===== src/rtl/mem_arbiter.sv =====
// rtl/mem_arbiter.sv - two-requester (fetch/data) arbiter onto one shared memory port
//
// Optional feature macro: MEM_ARBITER_RR_EN
//   defined   : simultaneous i_req/d_req go to the requester opposite last_grant
//   undefined : simultaneous requests always go to the data side
//
// Parameters
//   TIMEOUT  max GRANT cycles without m_ready before the transfer is aborted (2..255)
//
// Ports
//   clk, rst                       clock, synchronous active-high reset
//   i_req, i_addr                  fetch request (held until i_ack) and byte address
//   i_ack, i_rdata                 fetch completion pulse and fetched word
//   d_req, d_we, d_addr, d_wdata   data request, write enable, address, store data
//   d_ack, d_rdata                 data completion pulse and load data
//   m_req, m_we, m_addr, m_wdata   shared memory request and latched command
//   m_ready, m_rdata               memory completion and read data
//   i_stall, d_stall               pipeline pause (req & ~ack)
//   err                            sticky timeout flag
module mem_arbiter #(
    parameter int TIMEOUT = 16
) (
    input  logic        clk,
    input  logic        rst,
    input  logic        i_req,
    input  logic [31:0] i_addr,
    output logic        i_ack,
    output logic [31:0] i_rdata,
    input  logic        d_req,
    input  logic        d_we,
    input  logic [31:0] d_addr,
    input  logic [31:0] d_wdata,
    output logic        d_ack,
    output logic [31:0] d_rdata,
    output logic        m_req,
    output logic        m_we,
    output logic [31:0] m_addr,
    output logic [31:0] m_wdata,
    input  logic        m_ready,
    input  logic [31:0] m_rdata,
    output logic        i_stall,
    output logic        d_stall,
    output logic        err
);

    typedef enum logic [1:0] {
        IDLE  = 2'd0,
        GNT_I = 2'd1,
        GNT_D = 2'd2,
        RESP  = 2'd3
    } state_t;

    // Abort fires on the GRANT cycle where the miss counter already holds
    // TIMEOUT-1, so m_req is high for exactly TIMEOUT cycles.
    localparam logic [7:0] TMO_LAST = 8'(TIMEOUT - 1);

    state_t     state;
    state_t     state_nxt;
    logic [7:0] wait_cnt;
    logic       last_grant_d;   // 1: last grant went to data, 0: to fetch
    logic       pick_d;
    logic       in_gnt;
    logic       tmo_hit;
    logic       granting;

    assign in_gnt   = (state == GNT_I) || (state == GNT_D);
    assign tmo_hit  = in_gnt && !m_ready && (wait_cnt == TMO_LAST);
    assign granting = (state == IDLE) && (i_req || d_req);

    // Winner selection; only meaningful while in IDLE.
    always_comb begin
        pick_d = 1'b0;
`ifdef MEM_ARBITER_RR_EN
        pick_d = d_req && (!i_req || !last_grant_d);
`else
        pick_d = d_req;
`endif
    end

    // State register
    always_ff @(posedge clk) begin
        if (rst) begin
            state <= IDLE;
        end else begin
            state <= state_nxt;
        end
    end

    // Next-state logic
    always_comb begin
        state_nxt = state;
        case (state)
            IDLE: begin
                if (pick_d) begin
                    state_nxt = GNT_D;
                end else if (i_req) begin
                    state_nxt = GNT_I;
                end
            end
            GNT_I, GNT_D: begin
                if (m_ready || tmo_hit) begin
                    state_nxt = RESP;
                end
            end
            RESP:    state_nxt = IDLE;
            default: state_nxt = IDLE;
        endcase
    end

    // Output logic
    always_comb begin
        m_req = in_gnt;
        i_ack = (state == RESP) && !last_grant_d;
        d_ack = (state == RESP) && last_grant_d;
    end

    assign i_stall = i_req & ~i_ack;
    assign d_stall = d_req & ~d_ack;

    // Command latches, response capture, timeout counter and error flag.
    // The memory command is frozen at grant time so the requester may change
    // its inputs while the transfer is outstanding.
    always_ff @(posedge clk) begin
        if (rst) begin
            m_we         <= 1'b0;
            m_addr       <= '0;
            m_wdata      <= '0;
            i_rdata      <= '0;
            d_rdata      <= '0;
            wait_cnt     <= '0;
            last_grant_d <= 1'b0;
            err          <= 1'b0;
        end else begin
            if (granting) begin
                last_grant_d <= pick_d;
                wait_cnt     <= '0;
                if (pick_d) begin
                    m_addr  <= d_addr;
                    m_we    <= d_we;
                    m_wdata <= d_wdata;
                end else begin
                    m_addr  <= i_addr;
                    m_we    <= 1'b0;
                    m_wdata <= '0;
                end
            end else if (in_gnt && !m_ready && !tmo_hit) begin
                wait_cnt <= wait_cnt + 8'd1;
            end

            if ((state == GNT_I) && m_ready) begin
                i_rdata <= m_rdata;
            end
            // Stores complete without touching the load-data register.
            if ((state == GNT_D) && m_ready && !m_we) begin
                d_rdata <= m_rdata;
            end
            if (tmo_hit) begin
                err <= 1'b1;
            end
        end
    end

endmodule


===== config.mk =====
export PLATFORM = sky130hd
export DESIGN_NAME = mem_arbiter
export DESIGN_NICKNAME = d
export VERILOG_FILES = /design/src/rtl/mem_arbiter.sv
export SDC_FILE = /design/constraint.sdc
export NUM_CORES = 1
export LEC_CHECK = 0
export BUFFER_PORTS_ARGS = -buffer_cell sky130_fd_sc_hd__buf_2
export CAP_MARGIN = 40
export CORE_AREA = 2 2 116 118
export CTS_CLUSTER_DIAMETER = 150
export DETAILED_ROUTE_END_ITERATION = 8
export DIE_AREA = 0 0 118 120
export PLACE_DENSITY = 0.83
export SLEW_MARGIN = 20
export SYNTH_ARGS = -nofsm -noshare
export SYNTH_HDL_FRONTEND = slang
export SYNTH_SLANG_ARGS = --single-unit

===== constraint.sdc =====
create_clock -name clk -period 1.7 [get_ports clk]
set_clock_uncertainty 0.1 [all_clocks]
set_input_delay 0.34 -clock clk [delete_from_list [all_inputs] [get_ports clk]]
set_output_delay 0.34 -clock clk [all_outputs]
set_load 0.1 [all_outputs]

==> metrics <==
Worst Hold Launch=d_wdata[9]; maximum vdd drop=1.05 mV; Top-Level Pins=~270; Final Slew Violations=0; first-pass GRT wire length=22500 um; HP Class=in2reg; ys flop type=dfxtp_1; Rel. slew slack=65.0%; post-synthesis mux area share=under 10%; worst skew pair latency=0.41 ns; First DRT Iteration DRCs=339; Cell Count, Final, Fillers Out=1040; die area=0.0142 mm2; unrepaired setup endpoints after global routing=yes; hold_buf cts=0; port bufs=268; run status=finished, violations left; slew at the pin closest to its max-slew limit=between 0.5 and 0.6 ns; Syn Inst Count=between 500 and 600; largest family of logic cells by synthesized area=compound AO/OA/AOI/OAI gates; DRC viols=0; CTS sink cnt=141; CTS Buffer Depth=2; GPL Wtd Cong=a little under 0.8; critical path data required time=1.26 ns; Syn Nets=715; xor/xnor share of the synthesized area=0.676%; failing checks=negative setup slack; Hold Vio Cnt, Final=0; register area share after synthesis=54.4%; WL/cell=14.4 um; worst setup slack after layout=-0.217 ns; crit path from=state[0]; die span in y=around 120 um; Post-DP HPWL=10400 um; simple-gate portion of the synthesized area=15.7%; total track usage=roughly 20%; layer with the highest usage=met2; CP Capture Type=output port; Arr. time, crit path=1.48 ns; core area=0.0130 mm2; final worst path period share=113%; vias in the first global route=approximately 4.5k; grt met3 use=6.70%; Adder-Cell Fraction of Synth Area=1.21%; die span in x=118 um; initial core utilization=39.9%; CTS tree=done; layout cell share with drive strength beyond 1=41.9%; Compound-Gate Fraction of Synth Area=18.1%; GR Util met1=about a quarter; met2 usage=34.3%; FF+latch count, synth=between 100 and 150; P&R area growth vs syn=50.2%; Crit Path Class=reg2out; Vias/cell=4.91; Async S/R FF share, synth=0%; Detail Route Antenna Nets=0; R2R Path Start=state[0]; P_leak=3.65 nW; Post-Place Worst Slack=-0.0265 ns; clk slew on worst S/H paths=0.06 ns; mapped cell area=0.00518 mm2; Synth top area share=a little over half; DRT Wirelength=14900 um; Peak Freq=522 MHz; synth top area cells=dfxtp_1 (54%), nand2_1 (10%), a21oi_1 (6.6%), mux2i_1 (6.2%), a22o_1 (5.6%); critical path peak fanout=2; number of distinct library cells after synthesis=32; largest net degree at the start of global routing=80; Mean Syn Cell Area=roughly 9.0 um2; total of max-cap violations=0; Synth area leader=dfxtp_1; Final Net Count=992; Power Density=1920 mW/mm2; CTS H-tree depth=4; Inst Count DP=1001; # diodes=0; Syn. warnings=0; root buffer cell=clkbuf_16; CTS Buf Count=17; # setup viols final=7; startpoint types=flop; Tmin final=1.92 ns; initial antenna violation count=1; First-pass DRT Iterations=5; grt total ovfl=0; routed via count=between 5k and 6k; row count=42; number of flops mapped to enable cells by yosys=0
-- synth_stat cells (4+ instances only) --
library cell and number:
nand2b_1 4, a22o_1 33, dfxtp_1 141, a21oi_1 68, clkbuf_1 31, a211oi_1 32, buf_2 6, ha_1 5
buf_1 6, mux2i_1 32, nor2_1 45, nand2_1 140
-- cell type report --
type                       instances  area (um2)
clock buffer                      19         453
clock inverter                    11         120
fill                            1100        5190
inverter                           2        10.0
multi-input combinational        390        2330
sequential                       141        2830
tap                              176         220
timing repair buffer             301        1820
-- worst paths after layout --
path / endpoint / slack [ns] / cells past startpoint
setup / recovery: d_stall / -0.22 / 5
hold reg to reg: i_rdata[13] / 0.35 / 2
hold / removal: m_wdata[9] / 0.04 / 2
setup reg to reg: state[1] / -0.16 / 9
-- registers in the layout, summed over array words and instances, names as in the netlist --
name	count
state	2
last_grant_d	1
d_rdata	32
m_addr	32
m_wdata	32
wait_cnt	8
m_we	1
err	1
i_rdata	32
-- where the power goes --
group          internal (mW)  switching (mW)  total [mW]  leakage, nW
Combinational           1.68            5.56        7.24         2.22
Clock                   2.21            1.35        3.56        0.276
Sequential              3.87           0.291        4.16         1.15
Total                   7.76            7.20        15.0         3.65
-- kinds of logic after synthesis --
group / count (synthesis)
and+or+nand+nor: 205
AOI/OAI and AO/OA: 143
DFF: 141
buffers and inverters: 46
muxes: 32
adders and majority gates: 5
xor gates and xnor gates: 4
-- per-stage QoR --
| step | instance area, um2 | hold slack, ns | power [mW] | utilization [%] | setup TNS, ns |
|---|---|---|---|---|---|
| 4_1_cts | 7650 | 0.0253 | 14.8 | 58.9 | -1.04 |
| 3_3_place_gp | 6980 | 0.338 | 11.0 | 53.8 | 0 |
| 6_report | 7790 | 0.0412 | 15.0 | 60.0 | -1.15 |
| 3_5_place_dp | 6980 | 0.343 | 11.1 | 53.8 | -0.0443 |
| 2_1_floorplan | 5240 | 0.373 | 9.64 | - | -0.328 |
| 5_1_grt | 7790 | 0.0246 | 15.6 | 60.0 | -1.70 |
-- critical path: stages (launching register included) --
cell,delay [ns]
dfxtp_2,0.32
buf_6,0.11
ha_4,0.15
and2_4,0.17
nor2b_4,0.12
buf_12,0.18
-- cell usage in the layout (no fill, tap or decap), types with 19 or more instances in the layout --
cell type	netlist	routed
a211oi_1	32	29
a21oi_1	68	66
a22o_1	33	33
buf_2	6	261
buf_4	0	21
clkbuf_16	0	19
dfxtp_1	141	138
mux2i_1	32	32
nand2_1	140	140
nor2_1	45	41
-- timing repair --
| item | CTS | global route |
|---|---|---|
| pin swaps | 2 | 3 |
| gates resized for setup | 13 | 16 |
| gates cloned | 0 | 3 |
| setup endpoints to repair | 8 | 79 |
| buffers inserted | 5 | 1 |
-- per-layer routing --
metal	vias up	routed length [um]	share of wire, %
met4	2	210	1.4
met2	222	7480	50
met5	-	13	0.087
met1	2333	6140	41
li1	2527	-	-
met3	22	1100	7.4
No activity file was read; power rests on OpenSTA's default activity.
